`src/rtl/ext_pkg.sv`:
```
// Shared types for the immediate-extension unit: extension modes and
// prefix-tracking FSM states.
package ext_pkg;

    typedef enum logic [1:0] {
        EXT_SIGN = 2'b00,
        EXT_ZERO = 2'b01,
        EXT_LEFT = 2'b10,
        EXT_RSVD = 2'b11
    } ext_mode_t;

    typedef enum logic {
        IDLE     = 1'b0,
        PFX_HELD = 1'b1
    } pfx_state_t;

endpackage

```
`src/rtl/ext_core.sv`:
```
// Combinational mode mux: widens a raw operand to the full data width.
// The reserved mode behaves like zero extension.
module ext_core
    import ext_pkg::*;
#(
    parameter int DATA_WIDTH    = 16,
    parameter int OPERAND_WIDTH = 11
) (
    input  logic [OPERAND_WIDTH-1:0] data_in,
    input  logic [1:0]               mode_in,
    output logic [DATA_WIDTH-1:0]    ext_out
);

    localparam int PFX_WIDTH = DATA_WIDTH - OPERAND_WIDTH;

    // Select the fill pattern for the bits the operand does not cover.
    always_comb begin
        ext_out = '0;
        case (ext_mode_t'(mode_in))
            EXT_SIGN: ext_out = {{PFX_WIDTH{data_in[OPERAND_WIDTH-1]}}, data_in};
            EXT_LEFT: ext_out = {data_in, {PFX_WIDTH{1'b0}}};
            default:  ext_out = {{PFX_WIDTH{1'b0}}, data_in};
        endcase
    end

endmodule

```
`src/rtl/imm_ext_unit.sv`:
```
// Pipelined immediate extender. A prefix word supplies the upper bits of
// the next operand; the result sits in a one-deep output register with a
// valid/ready handshake on both sides.
//
//   state    | meaning
//   ---------+----------------------------------------------------
//   IDLE     | no prefix held; next data word is mode-extended
//   PFX_HELD | pfx_reg holds upper bits for the next data word
module imm_ext_unit
    import ext_pkg::*;
#(
    parameter int DATA_WIDTH    = 16,
    parameter int OPERAND_WIDTH = 11
) (
    input  logic                     clk,
    input  logic                     rst,
    input  logic [OPERAND_WIDTH-1:0] data_in,
    input  logic [1:0]               mode_in,
    input  logic                     pfx_in,
    input  logic                     valid_in,
    output logic                     ready_out,
    input  logic                     flush,
    output logic [DATA_WIDTH-1:0]    ext_out,
    output logic                     valid_out,
    input  logic                     ready_in,
    output logic                     pfx_active
);

    localparam int PFX_WIDTH = DATA_WIDTH - OPERAND_WIDTH;

    pfx_state_t             state_q, state_d;
    logic [PFX_WIDTH-1:0]   pfx_reg;
    logic [PFX_WIDTH-1:0]   pfx_next;
    logic [DATA_WIDTH-1:0]  core_out;
    logic [DATA_WIDTH-1:0]  result;
    logic                   accept;
    logic                   load_pfx;
    logic                   load_out;

    assign ready_out  = !valid_out || ready_in;
    assign accept     = valid_in && ready_out;
    assign pfx_active = (state_q == PFX_HELD);

    // A prefix can be wider than the operand for some parameter choices;
    // in that case its upper bits come in as zero.
    if (PFX_WIDTH <= OPERAND_WIDTH) begin : g_pfx_slice
        assign pfx_next = data_in[PFX_WIDTH-1:0];
    end else begin : g_pfx_pad
        assign pfx_next = PFX_WIDTH'(data_in);
    end

    ext_core #(
        .DATA_WIDTH    (DATA_WIDTH),
        .OPERAND_WIDTH (OPERAND_WIDTH)
    ) u_core (
        .data_in (data_in),
        .mode_in (mode_in),
        .ext_out (core_out)
    );

    // With a prefix held the mode is ignored and the prefix forms the top bits.
    assign result = (state_q == PFX_HELD) ? {pfx_reg, data_in} : core_out;

    // Prefix FSM state register.
    always_ff @(posedge clk or posedge rst) begin
        if (rst) state_q <= IDLE;
        else     state_q <= state_d;
    end

    // Next state and load strobes; flush wins over a coincident accept.
    always_comb begin
        state_d  = state_q;
        load_pfx = 1'b0;
        load_out = 1'b0;
        if (flush) begin
            state_d = IDLE;
        end else if (accept) begin
            if (pfx_in) begin
                load_pfx = 1'b1;
                state_d  = PFX_HELD;
            end else begin
                load_out = 1'b1;
                state_d  = IDLE;
            end
        end
    end

    // Held prefix bits; cleared on flush so a stale prefix never lingers.
    always_ff @(posedge clk or posedge rst) begin
        if (rst)           pfx_reg <= '0;
        else if (flush)    pfx_reg <= '0;
        else if (load_pfx) pfx_reg <= pfx_next;
    end

    // Output register: load a new result, else drain when downstream takes it.
    always_ff @(posedge clk or posedge rst) begin
        if (rst) begin
            ext_out   <= '0;
            valid_out <= 1'b0;
        end else if (flush) begin
            valid_out <= 1'b0;
        end else if (load_out) begin
            ext_out   <= result;
            valid_out <= 1'b1;
        end else if (ready_in) begin
            valid_out <= 1'b0;
        end
    end

endmodule

```
`config.mk`:
```
export PLATFORM = sky130hd
export DESIGN_NAME = imm_ext_unit
export DESIGN_NICKNAME = d
export VERILOG_FILES = /design/src/rtl/ext_pkg.sv /design/src/rtl/ext_core.sv /design/src/rtl/imm_ext_unit.sv
export SDC_FILE = /design/constraint.sdc
export NUM_CORES = 1
export LEC_CHECK = 0
export BUFFER_PORTS_ARGS = -buffer_cell sky130_fd_sc_hd__clkbuf_2
export CORE_MARGIN = 10
export CORE_UTILIZATION = 53
export DETAILED_ROUTE_END_ITERATION = 12
export HOLD_SLACK_MARGIN = 0.15
export PLACE_DENSITY = 0.91
export REMOVE_ABC_BUFFERS = 1
export SETUP_SLACK_MARGIN = 0.05
export SYNTH_ARGS = -nofsm -noshare
export SYNTH_HDL_FRONTEND = slang
export SYNTH_SLANG_ARGS = --single-unit
```
`constraint.sdc`:
```
create_clock -name clk -period 2.8 [get_ports clk]
set_input_delay 0.42 -clock clk [delete_from_list [all_inputs] [get_ports clk]]
set_output_delay 0.42 -clock clk [all_outputs]
set_load 0.03 [all_outputs]
```
==> results.sh, run 1 <==
export IMPL_core_um2=2190
export IMPL_utilization_pct=64.8
export IMPL_drive_gt1_share_pct=49.3
export IMPL_crit_fanout=9
export IMPL_viasPerCell=5.48
export IMPL_cp_start_kind="flip-flop"
export IMPL_fp_dieW_um=67.8
export IMPL_ys_types=21
export IMPL_yosysSeqAreaShare_pct=47.5
export IMPL_clock_sinks=23
export IMPL_worstSkewPairLatency_ns=0.30
export IMPL_ioPinCount=38
export IMPL_slowest_delay_ns=0.56
export IMPL_power_density_nw_per_um2=606
export IMPL_firstDrtPassIters=4
export IMPL_hold_viol=0
export IMPL_yosys_warnings=0
export IMPL_cts_root_buf="clkbuf_4"
export IMPL_synthTopCellsByArea="dfrtp_1 (47%), mux2_4 (11%), mux2_2 (11%), mux2i_1 (4.1%), a21oi_1 (3.3%)"
export IMPL_fin_total_pwr_mw=0.861
export IMPL_clk_pin_slew_ns=0.13
export IMPL_drt_total_wl_um=2710
export IMPL_synthTopCellsByCount="dfrtp_1 (23), mux2_2 (12), mux2_4 (9)"
export IMPL_wl_per_cell_um=16.5
export IMPL_die_y_um=67.8
export IMPL_htreeDepth=1
export IMPL_cts_buffers=3
export IMPL_drv_cap=0
export IMPL_cts_path_max_buffers=2
export IMPL_largest_reg_flops=16
export IMPL_initial_core_util_pct=55.3
export IMPL_cts_resized=0
export IMPL_overflow=0
export IMPL_cp_arrival_ns=1.75
export IMPL_fin_crit_sh_pct=77.6
export IMPL_tightestPinTransition_ns=0.853
export IMPL_fmax_ghz=0.460
export IMPL_synth_cells=101
export IMPL_cp_buffers_inverters=2
export IMPL_grt_start_max_net_pins=24
export IMPL_leakagePower_nw=0.692
export IMPL_period_minus_slack_ns=2.17
export IMPL_diodes=0
export IMPL_peakVddDrop_mv=0.497
export IMPL_ys_async_sr_fraction_pct=100
export IMPL_cts_setup_buffers=0
export IMPL_hold_path_class="in2async"
export IMPL_fin_nets=156
export IMPL_worstSetupPathType="reg2out"
export IMPL_vias=899
export IMPL_grt_pass1_wl_um=4310
export IMPL_cts_hold_fix_buffers=0
export IMPL_placementRows=17
export IMPL_crit_chain="nor2b_1 -> inv_1 -> clkbuf_2"
export IMPL_synth_edf_count=0
export IMPL_crit_cells=3
export IMPL_setup_violations=0
export IMPL_synth_ff_latch_count=23
export IMPL_grtUsageTotal_pct=12.2
export IMPL_synth_area_um2=1210
export IMPL_dp_final_hpwl_um=2210
export IMPL_synth_top_flop_cell="dfrtp_1"
export IMPL_max_slew_margin_rel_pct=43.1
export IMPL_synth_area_per_cell_um2=12.0
export IMPL_yosysTopAreaCell="dfrtp_1"
export IMPL_rsz0062_at_grt="false"
export IMPL_die_area_um2=4600
export IMPL_n_fill_cell=183
export IMPL_drt_iter0_drc=18
export IMPL_antenna_found_initial=0
export IMPL_cts_tree="yes"
export IMPL_io_buffer_count=37
export IMPL_crit_path_end_kind="output port"
export IMPL_status="finished, final reports clean"
export IMPL_yosysMostFrequentCell="dfrtp_1"
export IMPL_yosysTopAreaCellShare_pct=47.5
export IMPL_drv_slew=0
export IMPL_postRouteAntennaNets=0
export IMPL_cp_top_family="simple AND/OR/NAND/NOR gates"
export IMPL_clock_skew_ns=0.00611
export IMPL_syn2layout_area_growth_pct=17.1
export IMPL_drc_errors=0
export IMPL_gp_congestion=0.810
export IMPL_setup_tns_ns=0
export IMPL_cp_required_ns=2.38
export IMPL_critical_path_slowest_cell="nor2b_1"
export IMPL_worstRegToRegCells=4
export IMPL_grt_pass1_vias=923
worst paths after layout:
check	startpoint	endpoint	slack, ns
setup / recovery	valid_out$_DFFE_PP0P_	ready_out	0.63
hold / removal	rst	ext_out[4]$_DFFE_PP0P_	0.25
setup reg to reg	valid_out$_DFFE_PP0P_	ext_out[3]$_DFFE_PP0P_	0.90
hold reg to reg	ext_out[5]$_DFFE_PP0P_	ext_out[5]$_DFFE_PP0P_	0.52
max in group asynchronous	rst	valid_out$_DFFE_PP0P_	2.03
min in group clk	data_in[2]	pfx_reg[2]$_DFFE_PP0P_	0.37
area by class of cell:
class | instances | area [um^2] | area share [%]
clock inverters | 1 | 5.00 | 0.352
repair buffers | 39 | 200 | 14.1
flip-flops and latches | 23 | 576 | 40.5
clock buffers | 3 | 22.5 | 1.59
inverters | 5 | 23.8 | 1.67
well taps | 28 | 35.0 | 2.47
multi-input cells | 65 | 558 | 39.3
report_power, final:
part	total, mW	switching [mW]	leakage [nW]	internal (mW)
logic	0.297	0.182	0.382	0.115
registers	0.415	0.0300	0.292	0.385
clock network	0.149	0.0961	0.0177	0.0533
placed cells by master (no fill, tap or decap), drive strengths merged:
cell type   n
clkbuf     40
dfrtp      23
mux2       21
a21oi       8
nor2b       6
mux2i       5
o21ai       5
nand4       5
o31ai       5
inv         5
nand2       4
nor3b       2
buf         2
nor4        1
or2         1
nor2        1
nand3       1
clkinv      1
worst register-to-register path: cells and delay by family, from the launching register on:
kind	cells	cell delay [ns]
flops	1	0.39
mux	1	0.35
buf+inv	1	0.32
simple gates	2	0.75
kinds of logic after synthesis:
group	Yosys count	synth area share [%]
muxes	26	26.4
AOI/OAI and AO/OA	18	8.46
DFF	23	47.5
and+or+nand+nor	21	11.1
buffers and inverters	13	6.50
per-layer routing:
layer / GRT usage [%] / vias to the layer above / wire (um)
met5: 0 / - / 0
met4: 6.78 / 0 / 34
met3: 2.45 / 2 / 230
met2: 20.0 / 30 / 1330
met1: 14.7 / 438 / 1110
li1: - / 429 / -
per-stage QoR:
stage | hold slack [ns] | setup WS, ns | area [um^2] | cells
5_1_grt | 0.328 | 0.546 | 1420 | 164
2_1_floorplan | 0.422 | 0.631 | 1160 | 93
3_5_place_dp | 0.496 | 0.718 | 1390 | 160
3_3_place_gp | 0.493 | 0.794 | 1390 | 160
4_1_cts | 0.271 | 0.631 | 1420 | 164
6_report | 0.248 | 0.628 | 1420 | 164
No activity file was read; power rests on OpenSTA's default activity.
==> run 2: changes to the inputs <==
CORE_UTILIZATION = 45   (was 53)
PLACE_DENSITY = 0.84   (was 0.91)
clock period = 1.75 ns   (was 2.8 ns; I/O delays follow)
==> results.sh, run 2 (synthesis gave the netlist of run 1 again) <==
export IMPL_status="finished, final reports clean"
export IMPL_cp_start_kind="flip-flop"
export IMPL_setup_tns_ns=0
export IMPL_cts_tree="yes"
export IMPL_drive_gt1_share_pct=50.7
export IMPL_cts_setup_buffers=0
export IMPL_ioPinCount=38
export IMPL_clk_pin_slew_ns=0.13
export IMPL_drv_slew=0
export IMPL_hold_path_startpoint="data_in[0]"
export IMPL_gp_congestion=0.902
export IMPL_fin_crit_sh_pct=89.2
export IMPL_cts_buffers=3
export IMPL_peakVddDrop_mv=0.955
export IMPL_die_area_um2=5170
export IMPL_power_density_nw_per_um2=946
export IMPL_grt_pass1_wl_um=4660
export IMPL_drv_cap=0
export IMPL_worstSetupPathType="reg2reg"
export IMPL_initial_core_util_pct=48.1
export IMPL_max_slew_margin_rel_pct=80.2
export IMPL_clock_sinks=23
export IMPL_cp_required_ns=1.96
export IMPL_period_minus_slack_ns=1.56
export IMPL_cts_root_buf="clkbuf_4"
export IMPL_tightestPinTransition_ns=0.297
export IMPL_placementRows=18
export IMPL_fmax_ghz=0.640
export IMPL_min_to="pfx_reg[0]$_DFFE_PP0P_"
export IMPL_firstDrtPassIters=4
export IMPL_fin_nets=162
export IMPL_place_ws_ns=0.167
export IMPL_postLayoutCellArea_um2=1470
export IMPL_worstSkewPairLatency_ns=0.31
export IMPL_rsz0062_at_grt="false"
export IMPL_reg2reg_from="pfx_active$_DFFE_PP0P_"
export IMPL_diodes=0
export IMPL_final_common_cell="clkbuf_2"
export IMPL_grtUsageTotal_pct=10.8
export IMPL_largest_reg_flops=16
export IMPL_utilization_pct=58.3
export IMPL_io_buffer_count=37
export IMPL_drt_total_wl_um=2780
export IMPL_hold_path_class="in2reg"
export IMPL_viasPerCell=5.31
export IMPL_drt_iter0_drc=32
export IMPL_grt_pass1_vias=990
export IMPL_syn2layout_area_growth_pct=21.4
export IMPL_leakagePower_nw=0.719
export IMPL_drc_errors=0
export IMPL_vias=913
export IMPL_r2r_end="ext_out[7]$_DFFE_PP0P_"
export IMPL_cts_path_max_buffers=2
export IMPL_die_y_um=71.9
export IMPL_worstRegToRegCells=4
export IMPL_htreeDepth=1
export IMPL_dp_final_hpwl_um=2230
export IMPL_clock_skew_ns=0.00932
export IMPL_overflow=0
export IMPL_cp_arrival_ns=1.77
export IMPL_core_um2=2520
export IMPL_hold_viol=0
export IMPL_setup_slack_ns=0.188
export IMPL_antenna_found_initial=0
export IMPL_grt_start_max_net_pins=24
export IMPL_fin_hold_ws_ns=0.220
export IMPL_wl_per_cell_um=16.2
export IMPL_postRouteAntennaNets=0
export IMPL_final_cell_mix="clkbuf_2 (37), dfrtp_1 (23), mux2_2 (12)"
export IMPL_rrSetupSlack_ns=0.19
export IMPL_crit_fanout=7
export IMPL_crit_path_end_kind="flip-flop"
export IMPL_placed_area_um2=1430
export IMPL_setup_violations=0
export IMPL_hold_path_depth=3
export IMPL_fp_dieW_um=71.9
-- run 2: worst max-delay path by stage --
stage                                 from                      end  slack [ns]  cells after the start
CTS                  valid_out$_DFFE_PP0P_                ready_out        0.06                      3
global route         valid_out$_DFFE_PP0P_                ready_out         0.1                      3
global placement                mode_in[0]  ext_out[10]$_DFFE_PP0P_        0.21                      5
finish              pfx_active$_DFFE_PP0P_   ext_out[7]$_DFFE_PP0P_        0.19                      4
detailed placement              mode_in[0]   ext_out[7]$_DFFE_PP0P_        0.17                      5
floorplan           pfx_active$_DFFE_PP0P_   ext_out[5]$_DFFE_PP0P_       -0.42                      3
-- run 2: critical path, stage by stage (launching register included) --
cell and delay, ns:
dfrtp_1 0.40, nor3b_1 0.25, buf_4 0.21, mux2_2 0.34, mux2_2 0.26
-- run 2: final cells by class --
cell class / instances / area, um^2
Tap cell: 30 / 37.5
Inverter: 5 / 23.8
Fill cell: 215 / 1050
Timing Repair Buffer: 45 / 248
Clock buffer: 4 / 26.3
Multi-Input combinational cell: 65 / 561
Sequential cell: 23 / 576
-- run 2: routing by layer --
layer  wire [um]  global-route usage [%]  share of wire [%]
met5           0                       0                  0
met4           9                    1.29               0.32
met3         180                    4.76                6.5
met2        1360                    17.1                 49
met1        1230                    13.8                 44
-- run 2: timing repair --
action | in CTS | in global routing
setup endpoints to repair | 0 | 1
hold buffers | 1 | 0
gates resized for setup | 0 | 1
endpoints found under the hold margin | 23 | 0
-- run 2: power by group --
group          internal (mW)  switching [mW]  total, mW
logic                  0.193           0.298      0.490
registers              0.616          0.0459      0.662
clock network         0.0889           0.152      0.240
-- run 2: through the flow --
| stage | cells | power, mW |
|---|---|---|
| floorplan | 93 | 0.995 |
| global placement | 167 | 1.15 |
| detailed placement | 167 | 1.17 |
| CTS | 172 | 1.41 |
| global route | 172 | 1.49 |
| finish | 172 | 1.39 |
==> run 3: changes to the inputs <==
CELL_PAD_IN_SITES_DETAIL_PLACEMENT = 1   (was unset)
CELL_PAD_IN_SITES_GLOBAL_PLACEMENT = 2   (was unset)
CORE_UTILIZATION = 28   (was 45)
PLACE_DENSITY = 0.82   (was 0.84)
SETUP_SLACK_MARGIN = 0.3   (was 0.05)
SKIP_LAST_GASP = 1   (was unset)
==> results.sh, run 3 (synthesis gave the netlist of run 1 again) <==
export IMPL_final_cell_mix="clkbuf_2 (36), dfrtp_1 (23), mux2_4 (18)"
export IMPL_slowest_delay_ns=0.40
export IMPL_startpoint="pfx_active$_DFFE_PP0P_"
export IMPL_stdcell_count=194
export IMPL_fp_dieW_um=85.8
export IMPL_worstSetupPathType="reg2reg"
export IMPL_cts_path_max_buffers=2
export IMPL_crit_chain="nor3b_2 -> buf_4 -> mux2_4 -> mux2_4"
export IMPL_drv_cap=0
export IMPL_drt_total_wl_um=3380
export IMPL_tightestPinTransition_ns=0.296
export IMPL_clock_sinks=23
export IMPL_grt_pass1_wl_um=5690
export IMPL_drc_errors=0
export IMPL_postRouteAntennaNets=0
export IMPL_r2r_end="ext_out[6]$_DFFE_PP0P_"
export IMPL_crit_fanout=5
export IMPL_max_slew_margin_rel_pct=80.2
export IMPL_fin_crit_sh_pct=84.0
export IMPL_antenna_found_initial=0
export IMPL_grtUsageTotal_pct=9.51
export IMPL_reg2reg_from="pfx_active$_DFFE_PP0P_"
export IMPL_cp_arrival_ns=1.62
export IMPL_grt_use_met1_pct=10.6
export IMPL_dp_final_hpwl_um=2710
export IMPL_setup_violations=0
export IMPL_drv_slew=0
export IMPL_htreeDepth=1
export IMPL_core_um2=4090
export IMPL_cts_root_buf="clkbuf_8"
export IMPL_rrSetupSlack_ns=0.28
export IMPL_grt_use_met3_pct=4.07
export IMPL_busiest_layer="met2"
export IMPL_crit_cells=4
export IMPL_drive_gt1_share_pct=52.8
export IMPL_period_minus_slack_ns=1.47
export IMPL_io_buffer_count=37
export IMPL_crit_path_end_kind="flip-flop"
export IMPL_cts_tree="yes"
export IMPL_cts_buffers=3
export IMPL_fmax_ghz=0.680
export IMPL_viasPerCell=4.84
export IMPL_worstRegToRegCells=4
export IMPL_clk_pin_slew_ns=0.08
export IMPL_cp_start_kind="flip-flop"
export IMPL_cp_required_ns=1.90
export IMPL_overflow=0
export IMPL_fin_total_pwr_mw=1.52
export IMPL_cp_top_family="multiplexers"
export IMPL_power_density_nw_per_um2=956
export IMPL_worstSkewPairLatency_ns=0.26
export IMPL_cp_endpoint="ext_out[6]$_DFFE_PP0P_"
export IMPL_clock_skew_ns=0.00149
export IMPL_syn2layout_area_growth_pct=31.1
export IMPL_largest_reg_flops=16
export IMPL_die_area_um2=7360
export IMPL_fin_nets=164
export IMPL_firstDrtPassIters=5
export IMPL_grt_pass1_vias=1078
export IMPL_ioPinCount=38
export IMPL_dp_cells=187
export IMPL_hold_path_class="in2reg"
export IMPL_leakagePower_nw=0.777
export IMPL_hold_viol=0
export IMPL_status="finished, final reports clean"
export IMPL_gr_usage_met2_pct=16.7
export IMPL_critical_path_slowest_cell="dfrtp_1"
export IMPL_rsz0062_at_grt="true"
export IMPL_cp_buffers_inverters=1
export IMPL_final_common_cell="clkbuf_2"
export IMPL_wl_per_cell_um=17.4
export IMPL_peakVddDrop_mv=0.373
export IMPL_vias=939
export IMPL_drt_iter0_drc=11
export IMPL_grt_start_max_net_pins=24
export IMPL_placementRows=23
export IMPL_die_y_um=85.8
export IMPL_initial_core_util_pct=29.7
export IMPL_diodes=0
export IMPL_crit_top_cell="mux2_4"
export IMPL_gp_congestion=0.784
## run 3: worst min-delay path by stage
stage	start	to	slack, ns	cells after the start
floorplan	rst	ext_out[0]$_DFFE_PP0P_	0.26	1
global placement	rst	ext_out[4]$_DFFE_PP0P_	0.30	3
detailed placement	rst	ext_out[4]$_DFFE_PP0P_	0.31	3
CTS	data_in[3]	pfx_reg[3]$_DFFE_PP0P_	0.26	3
global route	data_in[0]	pfx_reg[0]$_DFFE_PP0P_	0.28	3
finish	data_in[3]	pfx_reg[3]$_DFFE_PP0P_	0.28	3
## run 3: per-stage QoR
step	instance area [um^2]	TNS, ns	setup WS, ns	hold slack [ns]	util [%]
floorplan	1160	-4.67	-0.419	0.264	-
global placement	1470	0	0.222	0.296	36.0
detailed placement	1470	0	0.189	0.312	36.0
CTS	1560	0	0.270	0.263	38.1
global route	1590	0	0.213	0.276	38.9
finish	1590	0	0.279	0.277	38.9
## run 3: what timing repair did
| action | 4_1_cts | 5_1_grt |
|---|---|---|
| resized for setup | 6 | 9 |
| pin swaps | 0 | 1 |
| setup endpoints to repair | 7 | 11 |
| endpoints found under the hold margin | 23 | 0 |
| hold buffers | 1 | 0 |
| buffers inserted | 2 | 0 |
## run 3: metal layers
layer  vias up  wire length, um
li1        446                -
met1       468             1380
met2        23             1750
met3         2              234
met4         0               19
met5         -                0
## run 3: report_power, final
part	switching (mW)	internal [mW]	total, mW	leakage [nW]
registers	0.0506	0.616	0.667	0.292
logic	0.310	0.215	0.525	0.462
clock network	0.165	0.162	0.327	0.0228
## run 3: cell type report
type                       count  area, um^2
fill                         475        2500
multi-input combinational     65         604
sequential                    23         576
timing repair buffer          47         278
tap                           50        62.6
clock buffer                   4        45.0
inverter                       5        23.8
## run 3: worst register-to-register path, stage by stage, from the launching register on
cell     delay, ns
dfrtp_1       0.40
nor3b_2       0.22
buf_4         0.18
mux2_4        0.30
mux2_4        0.26
